File: src/rtl/diff_block.sv
// Multi-cycle 32-bit subtractor that processes STEP bits per cycle, LSB-first.
// Optional signed-overflow flag enabled by defining DIFF_BLOCK_OVF_EN.
//
// state    | meaning
// ---------+---------------------------------------------------------
// ST_IDLE  | waiting for start; operands are latched on the start edge
// ST_RUN   | one STEP-bit chunk per cycle, borrow carried chunk to chunk
// ST_DONE  | result visible on out, one-cycle done pulse
module diff_block #(
   parameter int STEP = 1
) (
   input  logic        clk,
   input  logic        rst,
   input  logic        start,
   input  logic [31:0] a,
   input  logic [31:0] b,
   input  logic        borrow_in,
   output logic        busy,
   output logic        done,
   output logic [32:0] out,
   output logic        ovf
);

   localparam int         N_CHUNKS = 32 / STEP;
   localparam logic [5:0] LAST_CNT = 6'(N_CHUNKS - 1);

   typedef enum logic [1:0] {
      ST_IDLE,
      ST_RUN,
      ST_DONE
   } state_t;

   state_t        state_q, state_d;
   logic [5:0]    cnt_q, cnt_d;
   logic [31:0]   a_q, a_d;
   logic [31:0]   b_q, b_d;
   logic          bin_q, bin_d;
   logic          borrow_q, borrow_d;
   logic [31:0]   diff_q, diff_d;
   logic [32:0]   out_q, out_d;

   logic [STEP-1:0]   chunk_a;
   logic [STEP-1:0]   chunk_b;
   logic              chunk_bin;
   logic [STEP:0]     chunk_res;
   logic [31+STEP:0]  diff_shift;
   logic [31:0]       diff_next;

   // Operands shift right each RUN cycle, so the active chunk is always at the bottom
   assign chunk_a    = a_q[STEP-1:0];
   assign chunk_b    = b_q[STEP-1:0];
   assign chunk_bin  = (cnt_q == 6'd0) ? bin_q : borrow_q;
   assign chunk_res  = {1'b0, chunk_a} - {1'b0, chunk_b} - {{STEP{1'b0}}, chunk_bin};
   assign diff_shift = {chunk_res[STEP-1:0], diff_q};
   assign diff_next  = diff_shift[31+STEP:STEP];

`ifdef DIFF_BLOCK_OVF_EN
   logic a_msb_q, a_msb_d;
   logic b_msb_q, b_msb_d;
   logic ovf_q, ovf_d;
`endif

   always_comb begin
      state_d  = state_q;
      cnt_d    = cnt_q;
      a_d      = a_q;
      b_d      = b_q;
      bin_d    = bin_q;
      borrow_d = borrow_q;
      diff_d   = diff_q;
      out_d    = out_q;
`ifdef DIFF_BLOCK_OVF_EN
      a_msb_d  = a_msb_q;
      b_msb_d  = b_msb_q;
      ovf_d    = ovf_q;
`endif
      case (state_q)
         ST_IDLE: begin
            if (start) begin
               state_d  = ST_RUN;
               cnt_d    = 6'd0;
               a_d      = a;
               b_d      = b;
               bin_d    = borrow_in;
               borrow_d = 1'b0;
               diff_d   = 32'h0;
`ifdef DIFF_BLOCK_OVF_EN
               a_msb_d  = a[31];
               b_msb_d  = b[31];
`endif
            end
         end
         ST_RUN: begin
            a_d      = a_q >> STEP;
            b_d      = b_q >> STEP;
            borrow_d = chunk_res[STEP];
            diff_d   = diff_next;
            cnt_d    = cnt_q + 6'd1;
            if (cnt_q == LAST_CNT) begin
               state_d = ST_DONE;
               out_d   = {chunk_res[STEP], diff_next};
`ifdef DIFF_BLOCK_OVF_EN
               ovf_d   = (a_msb_q != b_msb_q) && (diff_next[31] != a_msb_q);
`endif
            end
         end
         ST_DONE: begin
            state_d = ST_IDLE;
         end
         default: begin
            state_d = ST_IDLE;
         end
      endcase
   end

   always_ff @(posedge clk) begin
      if (rst) begin
         state_q  <= ST_IDLE;
         cnt_q    <= 6'd0;
         a_q      <= 32'h0;
         b_q      <= 32'h0;
         bin_q    <= 1'b0;
         borrow_q <= 1'b0;
         diff_q   <= 32'h0;
         out_q    <= 33'h0;
      end else begin
         state_q  <= state_d;
         cnt_q    <= cnt_d;
         a_q      <= a_d;
         b_q      <= b_d;
         bin_q    <= bin_d;
         borrow_q <= borrow_d;
         diff_q   <= diff_d;
         out_q    <= out_d;
      end
   end

`ifdef DIFF_BLOCK_OVF_EN
   always_ff @(posedge clk) begin
      if (rst) begin
         a_msb_q <= 1'b0;
         b_msb_q <= 1'b0;
         ovf_q   <= 1'b0;
      end else begin
         a_msb_q <= a_msb_d;
         b_msb_q <= b_msb_d;
         ovf_q   <= ovf_d;
      end
   end

   assign ovf = ovf_q;
`else
   assign ovf = 1'b0;
`endif

   assign busy = (state_q == ST_RUN);
   assign done = (state_q == ST_DONE);
   assign out  = out_q;

endmodule

File: config.mk
export PLATFORM = sky130hd
export DESIGN_NAME = diff_block
export DESIGN_NICKNAME = d
export VERILOG_FILES = /design/src/rtl/diff_block.sv
export SDC_FILE = /design/constraint.sdc
export NUM_CORES = 1
export LEC_CHECK = 0
export CORE_ASPECT_RATIO = 0.7
export CORE_MARGIN = 8
export CORE_UTILIZATION = 51
export CTS_CLUSTER_SIZE = 30
export DETAILED_ROUTE_END_ITERATION = 6
export GPL_TIMING_DRIVEN = 0
export PLACE_DENSITY_LB_ADDON = 0.25
export SLEW_MARGIN = 20
export SYNTH_ARGS = -nofsm -noshare
export SYNTH_HDL_FRONTEND = slang
export SYNTH_SLANG_ARGS = --single-unit
File: constraint.sdc
create_clock -name clk -period 2.9 [get_ports clk]
set_input_delay 0.58 -clock clk [delete_from_list [all_inputs] [get_ports clk]]
set_output_delay 0.58 -clock clk [all_outputs]
set_load 0.05 [all_outputs]
[Word level (Yosys, flattened, before mapping)]
Index checks and enable logic that the tools add are counted.
Word-level totals
  register bits after elaboration: 139
  input bits: 68
  output and inout port bits: 36
  word-level logic and storage cells: 37
Operators by class
  add/subtract/negate cells: 3
  eq/ne operators: 5
  multiplexer cells: 14
  reduce and logical (&&, ||, !) cells: 7
Operators by type and width (count)
  one-hot mux 32 bit (2 select lines): 3
  two-way mux 32 bit: 3
  one-hot mux 6 bit (2 select lines): 1
  AND reduction 2 bit: 4
  adder 6 x 1 -> 6 bit (second input constant): 1
  equality test 6 x 5 -> 1 bit (second input constant): 1
  logical NOT 6 bit: 1
  two-way mux 6 bit: 1
  two-way mux 2 bit: 2
  one-hot mux 2 bit (2 select lines): 1
  equality test 2 x 1 -> 1 bit (second input constant): 1
  equality test 2 bit (second input constant): 1
  logical NOT 2 bit: 1
  two-way mux 1 bit: 2
  != test 2 x 1 -> 1 bit (second input constant): 1
  != test 2 bit (second input constant): 1
  one-hot mux 1 bit (2 select lines): 1
  nonzero test 2 bit: 1
  subtractor 1 x 1 -> 2 bit: 1
  subtractor 2 x 1 -> 2 bit: 1

[Logic depth before layout (Yosys ltp)]
  depth after elaboration: 4
  depth in mapped cells: 7

[Worst setup path after synthesis]
OpenSTA, ideal clock, no wires.
  path kind: reg-to-output
  start point: reg state_q[1]
  end point: out done
  data arrival time: 1599 ps
  data required time: 2320 ps
  slack: 721 ps
  stages on the path, launching flop included: 4
  buffers on the path: 2
  cell sequence: dfxtp_1 -> buf_2 -> buf_1 -> nor2b_1
Between the ends
  word-level cells in the longest chain between the ends: 1
RTL lines
  start, declared: line 33  | state_t state_q, state_d;
  start signal, assigned: line 127  | state_q <= state_d;
  equality test 2 bit: line 157  | assign done = (state_q == ST_DONE);
  end, declared: line 19  | output logic done,
Every way passes these cells.

[Final worst setup path]
  start point: reg state_q[0]
  end point: out busy
Between the ends
  word-level cells in the longest chain between the ends: 1
RTL lines
  equality test 2 x 1 -> 1 bit: line 156  | assign busy = (state_q == ST_RUN);
  end, declared: line 18  | output logic busy,
Every way passes these cells.

==> metrics.md <==
| Metric | Value |
|---|---|
| Status | complete, no violations |
| Seq/Total Area, Yosys | 45.7% |
| Type of element launching the critical path | register |
| Std-Cell Core Area | 0.0116 mm^2 |
| Share of cells above drive strength 1 | 9.90% |
| Clock latency of the later-clocked register in the worst-skew pair | 0.41 ns |
| Clk slew on worst S/H paths | 0.06 ns |
| Count of final hold-check violations | 0 |
| Final critical path time including I/O delays and setup | 2.78 ns |
| Detailed-placement wirelength estimate | 10500 um |
| Total Neg Setup Slack | 0 ns |
| Count of yosys warnings during synthesis | 0 |
| Die ar. | 0.0157 mm^2 |
| Sink Count | 138 |
| Worst Setup EP | busy |
| Total of flip-flops plus latches after synthesis | 138 |
| Placed instance count | 985 |
| First-pass GRT wire length | 25400 um |
| EDFF count, synth | 0 |
| Data arrival time of the critical path | 2.20 ns |
| Number of global-route vias before repair | 5437 |
| Crit share post-route | 96.0% |
| Worst-Margin Slew | 0.537 ns |
| Most common cell after layout, fill and taps aside | sky130_fd_sc_hd__dfxtp_1 |
| Area growth, synth to finish | 30.0% |
| Critical setup path kind | register to output port |
| Instance area at placement | 0.00726 mm^2 |
| Startpoint of the worst register-to-register path | cnt_q[2] |
| Power density over cell area | 614 mW/mm^2 |
| DRC violation count after routing | 0 |
| CP required | 2.32 ns |
| Port buffer count | 101 |
| Adder and majority cell fraction of the synthesized area | 0.745% |
| Overflow left after global routing | 0 |
| Setup repair after global routing missed its margin | no |
| Worst Clk Skew | 0.00711 ns |
| Area share of and/or/nand/nor cells after synthesis | 34.8% |
| TritonCTS clock tree | built |
| Dominant combinational cell family by area after synthesis | simple AND/OR/NAND/NOR gates |
| Die Span Y | 107 um |
| Initial core utilization | 51.9% |
| Hold crit path type | register to register |
| Cell taking the most area after synthesis | sky130_fd_sc_hd__dfxtp_1 |
| Mean Syn Cell Area | 8.32 um^2 |
| Gpl congestion | 0.872 |
| Deepest clock path buffer count | 2 |
| Primary flip-flop cell chosen by synthesis mapping | sky130_fd_sc_hd__dfxtp_1 |
| Worst Reg-to-Reg Cells | 7 |
| Antenna Nets Post-Route | 0 |
| Overall global routing resource usage | 19.3% |
| Proportion of synthesized flip-flops having asynchronous set or reset | 0% |
| DR iter-0 viols | 332 |
| Post-CTS Hold Buffers | 0 |
| Number of max-capacitance violations reported | 0 |
| H-tree Lvls | 4 |
| Root buffer cell | sky130_fd_sc_hd__clkbuf_16 |
| Pin count of the biggest net entering global routing | 17 |
| Post-Layout Inst Area | 0.00787 mm^2 |
| Inserted Clock Buffers | 17 |
| Cell leakage power | 2.86 nW |
| Initial antenna violation count | 0 |
| Nets | 918 |
| Count of inserted antenna diode cells | 0 |
| Number of optimization iterations in the first detailed-route pass | 5 |
| Post-Syn Area | 0.00605 mm^2 |
| CP Launch Point | state_q[0] |
| Peak ir drop on the vdd network | 433 uV |
| Slew headroom | 64.2% |
| Endpoint kind of the worst setup timing path | output port |
| Achievable clock frequency | 0.359 GHz |
| Average via count per standard cell | 5.29 |
| Placement Rows | 33 |
| Multiplexer share of the synthesized area | 5.67% |
| Critical R2R Capture | out[31] |
| Leading cell types in the layout, fill and taps excluded | sky130_fd_sc_hd__dfxtp_1 (138), sky130_fd_sc_hd__nor2_1 (134), sky130_fd_sc_hd__clkdlybuf4s50_1 (99), sky130_fd_sc_hd__nand2b_1 (93), sky130_fd_sc_hd__a21oi_1 (66) |
| Routed len/inst | 14.8 um |
| Number of top-level pins | 104 |
| Gate count of the mapped netlist | 727 |
| Post-synthesis cell type count | 36 |
| Width of the die | 146 um |
| Cell types occupying the most area after synthesis | sky130_fd_sc_hd__dfxtp_1 (46%), sky130_fd_sc_hd__nand2b_1 (9.6%), sky130_fd_sc_hd__nor2_1 (8.3%) |
| Setup slack on the worst flop-to-flop path | 0.83 ns |
| Share of the synthesized netlist area taken by xor and xnor gates | 0% |
| Total vias in the final route | 5374 |
| Hold_ws | 0.460 ns |
| Final setup violating endpoints | 0 |
| Final Non-Filler Cells | 1016 |
| Number of pins exceeding their max-slew limit in the final report | 0 |
| Total Routed Length | 15000 um |
| Worst-path maximum fanout | 10 |
| Post-synthesis compound-gate area fraction | 6.81% |
| Total nets after synthesis | 798 |
| Share of the synthesized area in the top cell type | 45.7% |
| Utilization of the core after routing | 67.5% |
-- stage by stage --
stage / setup slack, ns / power [mW]
2_1_floorplan: 0.721 / 2.41
4_1_cts: 0.108 / 4.84
3_3_place_gp: 0.299 / 2.58
3_5_place_dp: 0.254 / 2.61
5_1_grt: 0.00131 / 5.00
6_report: 0.115 / 4.83
-- Yosys cell counts, drive strengths merged (2+ instances only) --
library cell    n
mux2i          32
or4             2
a21oi          66
nor3           27
dfxtp         138
or3b           28
mux2            2
clkbuf         36
and3            2
buf            29
ha              2
inv             5
nand2          40
nor4           35
nor2          134
nand2b         93
o311ai          2
nand3          40
nor2b           4
-- layer usage --
metal  wire, um  track usage, %
met4        215            7.18
met5          0               0
met1       6960            24.0
met3        919            5.13
met2       6940            31.8
-- power breakdown --
group          internal (mW)  leakage [nW]  switching [mW]
clock                   1.48         0.297           0.775
sequential              1.99          1.13          0.0499
combinational          0.251          1.43           0.282
total                   3.72          2.86            1.11
-- worst max-delay path: stages (launching register included) --
cell,delay (ns)
sky130_fd_sc_hd__dfxtp_1,0.46
sky130_fd_sc_hd__nand2b_1,0.09
sky130_fd_sc_hd__buf_4,0.16
sky130_fd_sc_hd__inv_4,0.10
sky130_fd_sc_hd__clkbuf_1,0.37
sky130_fd_sc_hd__clkdlybuf4s15_1,0.60
-- final cells by class --
class | instances | area, um^2
clock buffer | 23 | 468
tap | 157 | 196
clock inverter | 8 | 143
sequential | 138 | 2760
multi-input combinational | 519 | 2910
inverter | 5 | 21.3
fill | 946 | 3780
buffer | 65 | 355
timing repair buffer | 101 | 1010
-- flip-flops by register name (all words and copies together) (netlist names) --
| signal | flops |
|---|---|
| b_q | 32 |
| out | 33 |
| cnt_q | 6 |
| a_q | 32 |
| borrow_q | 1 |
| bin_q | 1 |
| state_q | 2 |
| diff_q | 31 |
-- logic make-up (layout without fill, tap and decap cells) --
| group | after synthesis | after routing |
|---|---|---|
| AOI/OAI and AO/OA | 74 | 74 |
| adders and majority gates | 3 | 3 |
| buffers and inverters | 70 | 202 |
| DFF | 138 | 138 |
| muxes | 34 | 34 |
| other | 1 | 1 |
| and+or+nand+nor | 407 | 407 |
-- worst min path at each step --
stage / start / endpoint / cells after the start
after global placement: bin_q / bin_q / 2
final: diff_q[29] / diff_q[28] / 2
after detailed placement: bin_q / bin_q / 2
after floorplan: bin_q / bin_q / 2
after global routing: diff_q[29] / diff_q[28] / 2
after CTS: diff_q[29] / diff_q[28] / 2
-- what timing repair did --
item / CTS / global route
hold endpoints to repair: 0 / 0
resized for setup: 2 / 1
buffers inserted: 0 / 0
endpoints found under the setup margin: 2 / 1
No activity file was read; power rests on OpenSTA's default activity.
